<file path="src/rtl/knot_stim_driver_if.sv">
// Bus between the knot stimulus driver, its host and the controller under test.
// The host side drives the control inputs and returns the controller outputs on y.
interface knot_stim_driver_if #(
    parameter int unsigned CNT_W = 16
) ();
    logic             start;
    logic             seed_load;
    logic [6:0]       seed_in;
    logic [CNT_W-1:0] nvec;
    logic [8:0]       y;
    logic [6:0]       x;
    logic             dut_rst;
    logic             busy;
    logic             done;
    logic [15:0]      signature;
    logic [CNT_W-1:0] vec_count;

    modport master (
        output start, seed_load, seed_in, nvec, y,
        input  x, dut_rst, busy, done, signature, vec_count
    );

    modport slave (
        input  start, seed_load, seed_in, nvec, y,
        output x, dut_rst, busy, done, signature, vec_count
    );
endinterface

</file>
<file path="src/rtl/knot_stim_driver.sv">
// LFSR stimulus driver for the 9-state knot controller.
// Primes the controller with its reset, applies N vectors and compresses y into a 16-bit MISR.
module knot_stim_driver #(
    parameter logic [6:0]  SEED      = 7'h01,
    parameter int unsigned CNT_W     = 16,
    parameter int unsigned PRIME_CYC = 2
) (
    input  logic               clk,
    input  logic               rst,
    knot_stim_driver_if.slave  bus
);
    localparam int unsigned PW = (PRIME_CYC > 1) ? $clog2(PRIME_CYC) : 1;
    localparam logic [PW-1:0] PrimeLast = PW'(PRIME_CYC - 1);

    typedef enum logic [1:0] {StIdle, StPrime, StRun, StDone} state_e;

    state_e           state_q, state_d;
    logic [6:0]       lfsr_q, lfsr_d;
    logic [15:0]      misr_q, misr_d;
    logic [CNT_W-1:0] cnt_q, cnt_d;
    logic [CNT_W-1:0] n_q, n_d;
    logic [PW-1:0]    prime_q, prime_d;
    logic [6:0]       x_q, x_d;
    logic             dut_rst_q, dut_rst_d;

    logic [6:0]       lfsr_next;
    logic [15:0]      misr_next;
    logic [CNT_W-1:0] cnt_inc;

    assign lfsr_next = {lfsr_q[5:0], lfsr_q[6] ^ lfsr_q[5]};
    assign misr_next = {misr_q[14:0], 1'b0} ^ (misr_q[15] ? 16'h1021 : 16'h0000)
                     ^ {7'b0, bus.y};
    assign cnt_inc   = cnt_q + CNT_W'(1);

    always_comb begin
        state_d   = state_q;
        lfsr_d    = lfsr_q;
        misr_d    = misr_q;
        cnt_d     = cnt_q;
        n_d       = n_q;
        prime_d   = prime_q;
        x_d       = x_q;
        dut_rst_d = dut_rst_q;

        unique case (state_q)
            StIdle, StDone: begin
                // A seed loaded together with start is the one the new run uses.
                if (state_q == StIdle && bus.seed_load) begin
                    lfsr_d = (bus.seed_in == 7'h00) ? SEED : bus.seed_in;
                end
                if (bus.start) begin
                    n_d     = bus.nvec;
                    misr_d  = '0;
                    cnt_d   = '0;
                    prime_d = '0;
                    x_d     = '0;
                    if (bus.nvec != '0) begin
                        state_d   = StPrime;
                        dut_rst_d = 1'b1;
                    end else begin
                        state_d = StDone;
                    end
                end
            end
            StPrime: begin
                if (prime_q == PrimeLast) begin
                    state_d   = StRun;
                    dut_rst_d = 1'b0;
                    x_d       = lfsr_q;
                    lfsr_d    = lfsr_next;
                end else begin
                    prime_d = prime_q + PW'(1);
                end
            end
            StRun: begin
                // y reflects the vector held during the cycle ending at this edge.
                misr_d = misr_next;
                cnt_d  = cnt_inc;
                if (cnt_inc == n_q) begin
                    state_d = StDone;
                    x_d     = '0;
                end else begin
                    x_d    = lfsr_q;
                    lfsr_d = lfsr_next;
                end
            end
            default: state_d = StIdle;
        endcase
    end

    always_ff @(posedge clk or negedge rst) begin
        if (!rst) begin
            state_q   <= StIdle;
            lfsr_q    <= SEED;
            misr_q    <= '0;
            cnt_q     <= '0;
            n_q       <= '0;
            prime_q   <= '0;
            x_q       <= '0;
            dut_rst_q <= 1'b0;
        end else begin
            state_q   <= state_d;
            lfsr_q    <= lfsr_d;
            misr_q    <= misr_d;
            cnt_q     <= cnt_d;
            n_q       <= n_d;
            prime_q   <= prime_d;
            x_q       <= x_d;
            dut_rst_q <= dut_rst_d;
        end
    end

    assign bus.x         = x_q;
    assign bus.dut_rst   = dut_rst_q;
    assign bus.busy      = (state_q == StPrime) || (state_q == StRun);
    assign bus.done      = (state_q == StDone);
    assign bus.signature = misr_q;
    assign bus.vec_count = cnt_q;
endmodule

</file>
<file path="src/flat_wrapper.sv">
// flat-port wrapper written by rule: the top's interface ports become plain ports
module knot_stim_driver_flat 
#(
    parameter logic [6:0]  SEED      = 7'h01,
    parameter int unsigned CNT_W     = 16,
    parameter int unsigned PRIME_CYC = 2
)
  (clk, rst, bus_start, bus_seed_load, bus_seed_in, bus_nvec, bus_y, bus_x, bus_dut_rst, bus_busy, bus_done, bus_signature, bus_vec_count);
  knot_stim_driver_if #(.CNT_W(CNT_W)) bus_i ();
  input  logic clk;
  input  logic rst;
  input wire logic [$bits(bus_i.start)-1:0] bus_start;
  input wire logic [$bits(bus_i.seed_load)-1:0] bus_seed_load;
  input wire logic [$bits(bus_i.seed_in)-1:0] bus_seed_in;
  input wire logic [$bits(bus_i.nvec)-1:0] bus_nvec;
  input wire logic [$bits(bus_i.y)-1:0] bus_y;
  output wire logic [$bits(bus_i.x)-1:0] bus_x;
  output wire logic [$bits(bus_i.dut_rst)-1:0] bus_dut_rst;
  output wire logic [$bits(bus_i.busy)-1:0] bus_busy;
  output wire logic [$bits(bus_i.done)-1:0] bus_done;
  output wire logic [$bits(bus_i.signature)-1:0] bus_signature;
  output wire logic [$bits(bus_i.vec_count)-1:0] bus_vec_count;
  assign bus_i.start = bus_start;
  assign bus_i.seed_load = bus_seed_load;
  assign bus_i.seed_in = bus_seed_in;
  assign bus_i.nvec = bus_nvec;
  assign bus_i.y = bus_y;
  assign bus_x = bus_i.x;
  assign bus_dut_rst = bus_i.dut_rst;
  assign bus_busy = bus_i.busy;
  assign bus_done = bus_i.done;
  assign bus_signature = bus_i.signature;
  assign bus_vec_count = bus_i.vec_count;
  knot_stim_driver #(.SEED(SEED), .CNT_W(CNT_W), .PRIME_CYC(PRIME_CYC)) u_core (.clk(clk), .rst(rst), .bus(bus_i));
endmodule
</file>
<file path="config.mk">
export PLATFORM = sky130hd
export DESIGN_NAME = knot_stim_driver_flat
export DESIGN_NICKNAME = d
export VERILOG_FILES = /design/src/rtl/knot_stim_driver_if.sv /design/src/rtl/knot_stim_driver.sv /design/src/flat_wrapper.sv
export SDC_FILE = /design/constraint.sdc
export NUM_CORES = 1
export LEC_CHECK = 0
export ABC_CLOCK_PERIOD_IN_PS = 3100
export CORE_MARGIN = 2
export CORE_UTILIZATION = 46
export CTS_CLUSTER_DIAMETER = 60
export CTS_CLUSTER_SIZE = 8
export DETAILED_ROUTE_END_ITERATION = 10
export PLACE_DENSITY = 0.73
export SLEW_MARGIN = 10
export SYNTH_ARGS = -nofsm -noshare
export SYNTH_HDL_FRONTEND = slang
export SYNTH_SLANG_ARGS = --single-unit
</file>
<file path="constraint.sdc">
create_clock -name clk -period 3.1 [get_ports clk]
set_input_delay 0.775 -clock clk [delete_from_list [all_inputs] [get_ports clk]]
set_output_delay 0.775 -clock clk [all_outputs]
set_load 0.05 [all_outputs]
</file>
==> results.sh <==
export IMPL_synthSimpleGateAreaFrac_pct=13.4
export IMPL_drt_wl_total_um=9120
export IMPL_r2r_cells=9
export IMPL_grt_usage_pct=22.2
export IMPL_syn_avg_cell_area_um2=10.4
export IMPL_hpwl_um=6510
export IMPL_grt_max_degree=43
export IMPL_worst_setup_path_end_kind="flop"
export IMPL_muxShareOfSynthArea_pct=10.7
export IMPL_synthesis_area_mm2=0.00368
export IMPL_worstMarginPinSlew_ns=0.755
export IMPL_antenna_found_initial=0
export IMPL_arrival_ns=3.33
export IMPL_critPathMaxFanout=8
export IMPL_hold_ws_ns=0.414
export IMPL_layout_commonest_cell="clkdlybuf4s50_1"
export IMPL_cts_tree="done"
export IMPL_synth_top_family_by_area="compound AO/OA/AOI/OAI gates"
export IMPL_hold_viol=0
export IMPL_port_buffers=77
export IMPL_cts_clk_slew_worst_paths_ns=0.07
export IMPL_final_nets=475
export IMPL_hp_class="primary input to async pin"
export IMPL_final_period_utilization_pct=98.5
export IMPL_n_antenna_cell=0
export IMPL_vdd_ir_drop_max_uv=448
export IMPL_pin_count=78
export IMPL_powerDensity_mw_per_mm2=932
export IMPL_slew_headroom_pct=49.5
export IMPL_startpoint_type="flop"
export IMPL_ys_warnings_count=0
export IMPL_cts_buffers=9
export IMPL_reg2reg_from="u_core.bus.vec_count[0]"
export IMPL_seq_area_frac_synth_pct=44.9
export IMPL_ff2ff_setup_slack_ns=0.05
export IMPL_crit_type="flop to flop"
export IMPL_synthArstFlopShare_pct=100
export IMPL_post_place_cells=522
export IMPL_fillers=625
export IMPL_fmax_ghz=0.327
export IMPL_fin_crit_ns=3.05
export IMPL_area_delta_synth_final_pct=30.8
export IMPL_synthXorXnorAreaFrac_pct=7.84
export IMPL_synth_edf_count=0
export IMPL_via_count=3055
export IMPL_ys_ff_latch=66
export IMPL_drt_iter0_markers=164
export IMPL_layout_common_cells="clkdlybuf4s50_1, dfrtp_1, o21ai_0"
export IMPL_clock_latency_ns=0.35
export IMPL_initial_utilization_pct=47.7
export IMPL_grt_pass1_vias=3070
export IMPL_fin_tns_setup_ns=0
export IMPL_drt_pass1_iter_count=4
export IMPL_rows=32
export IMPL_timing_rr_end="u_core.state_q[0]"
export IMPL_ant_nets=0
export IMPL_synth_distinct_cells=51
export IMPL_status="finished, final reports clean"
export IMPL_synthesis_nets=397
export IMPL_place_gp_congestion=0.894
export IMPL_layoutNonFillerInstCount=540
export IMPL_required_ns=3.37
export IMPL_ys_flop_type="dfrtp_1"
export IMPL_max_cap_violations=0
export IMPL_core_region_area_mm2=0.00773
export IMPL_htreeDepth=3
export IMPL_die_area_mm2=0.00874
export IMPL_syn_inst=355
export IMPL_cts_root_buffer="clkbuf_8"
export IMPL_grt_pass1_wl_um=15100
export IMPL_seqCellArea_mm2=0.00167
export IMPL_synth_compound_area_share_pct=17.6
export IMPL_die_h_um=93.5
export IMPL_drive_gt1_share_pct=18.0
export IMPL_yosys_area_share_adder_pct=2.04
export IMPL_die_w_um=93.5
export IMPL_final_setup_skew_ns=0.00688
export IMPL_via_per_inst=5.66
export IMPL_multi_input_area_mm2=0.00193
export IMPL_setup_viol=0
export IMPL_grt_overflow_total=0
export IMPL_leakagePower_uw=0.00195
export IMPL_clock_sinks=66
export IMPL_wl_per_cell_um=16.9
export IMPL_cts_buffer_depth=2
export IMPL_post_route_drc_count=0
export IMPL_drv_slew=0
kinds of logic after synthesis:
kind of cell    count (synthesis)
xor+xnor                       33
simple gates                   93
buf+inv                        30
fa+ha+maj                       6
compound gates                 94
flops                          66
mux                            33
Yosys cell counts, drive strengths merged (2+ instances only):
cell type | number | area, µm²
nor4 | 6 | 52.6
a21oi | 8 | 40.0
ha | 6 | 75.1
buf | 9 | 55.0
nor2 | 17 | 63.8
mux2 | 29 | 353
o31ai | 4 | 30.0
o211ai | 3 | 22.5
nand2b | 2 | 12.5
xor2 | 8 | 70.1
nor2b | 4 | 25.0
or4 | 4 | 30.0
xnor2 | 25 | 219
a22o | 22 | 193
dfrtp | 65 | 1630
a31oi | 2 | 12.5
nand3b | 3 | 22.5
o21ai | 35 | 175
nand3 | 8 | 40.0
nor3 | 5 | 25.0
mux2i | 4 | 40.0
and2 | 2 | 12.5
and4 | 2 | 17.5
nand4 | 9 | 71.3
inv | 6 | 22.5
nand2 | 29 | 109
clkbuf | 15 | 56.3
a221oi | 2 | 23.8
a31o | 7 | 61.3
flip-flops by register name (all words and copies together), names as in the netlist:
name / count
u_core.lfsr_q: 7
u_core.bus.dut_rst: 1
u_core.bus.signature: 16
u_core.state_q: 2
u_core.n_q: 16
u_core.bus.vec_count: 16
u_core.prime_q: 1
u_core.bus.x: 7
layer usage:
metal,part of all wire [%],up-vias,global-route usage (%)
met5,0,-,0
met4,1.6,0,7.48
met3,4.8,14,5.24
met2,48,76,35.6
met1,45,1507,29.7
li1,-,1458,-
through the flow:
stage | setup WS, ns | power, µW | cell area [µm²] | util [%]
global placement | 0.151 | 3710 | 4600 | 59.5
CTS | 0.0503 | 4490 | 4790 | 62.0
finish | 0.0463 | 4490 | 4820 | 62.4
floorplan | 0.0249 | 3160 | 3710 | -
detailed placement | 0.0592 | 3780 | 4600 | 59.5
global route | -0.0861 | 4750 | 4820 | 62.4
how the worst max path moves through the flow:
| stage | startpoint | to | cells past startpoint |
|---|---|---|---|
| 2_1_floorplan | u_core.bus.vec_count[0] | u_core.lfsr_q[1] | 10 |
| 3_3_place_gp | u_core.bus.vec_count[0] | u_core.lfsr_q[5] | 8 |
| 3_5_place_dp | u_core.bus.vec_count[0] | u_core.lfsr_q[1] | 8 |
| 4_1_cts | u_core.bus.vec_count[0] | u_core.lfsr_q[1] | 8 |
| 5_1_grt | u_core.bus.vec_count[0] | u_core.state_q[1] | 9 |
| 6_report | u_core.bus.vec_count[0] | u_core.state_q[0] | 9 |
area by class of cell:
type,instances,area share [%]
sequential,66,34.6
timing repair buffer,91,18.3
clock buffer,14,3.79
clock inverter,2,0.208
inverter,6,0.467
tap,102,2.65
multi-input combinational,259,40.1
what timing repair did:
item | CTS | global route
endpoints found under the setup margin | 0 | 9
hold buffers | 0 | 0
hold endpoints to repair | 0 | 0
setup buffers | 0 | 2
resized for setup | 0 | 2
report_power, final:
part	switching (µW)	internal, µW
Sequential	285	1150
Combinational	1290	1070
Clock	320	376
Total	1900	2590
worst max-delay path: stages (launching register included):
cell and delay (ns):
dfrtp_2 0.44, ha_4 0.20, and2_1 0.19, nand4_1 0.21, xnor2_1 0.19, or4_1 0.51
or4_1 0.53, buf_4 0.20, a221oi_4 0.28, mux2i_1 0.22
Power figures use the tool's default switching activity.
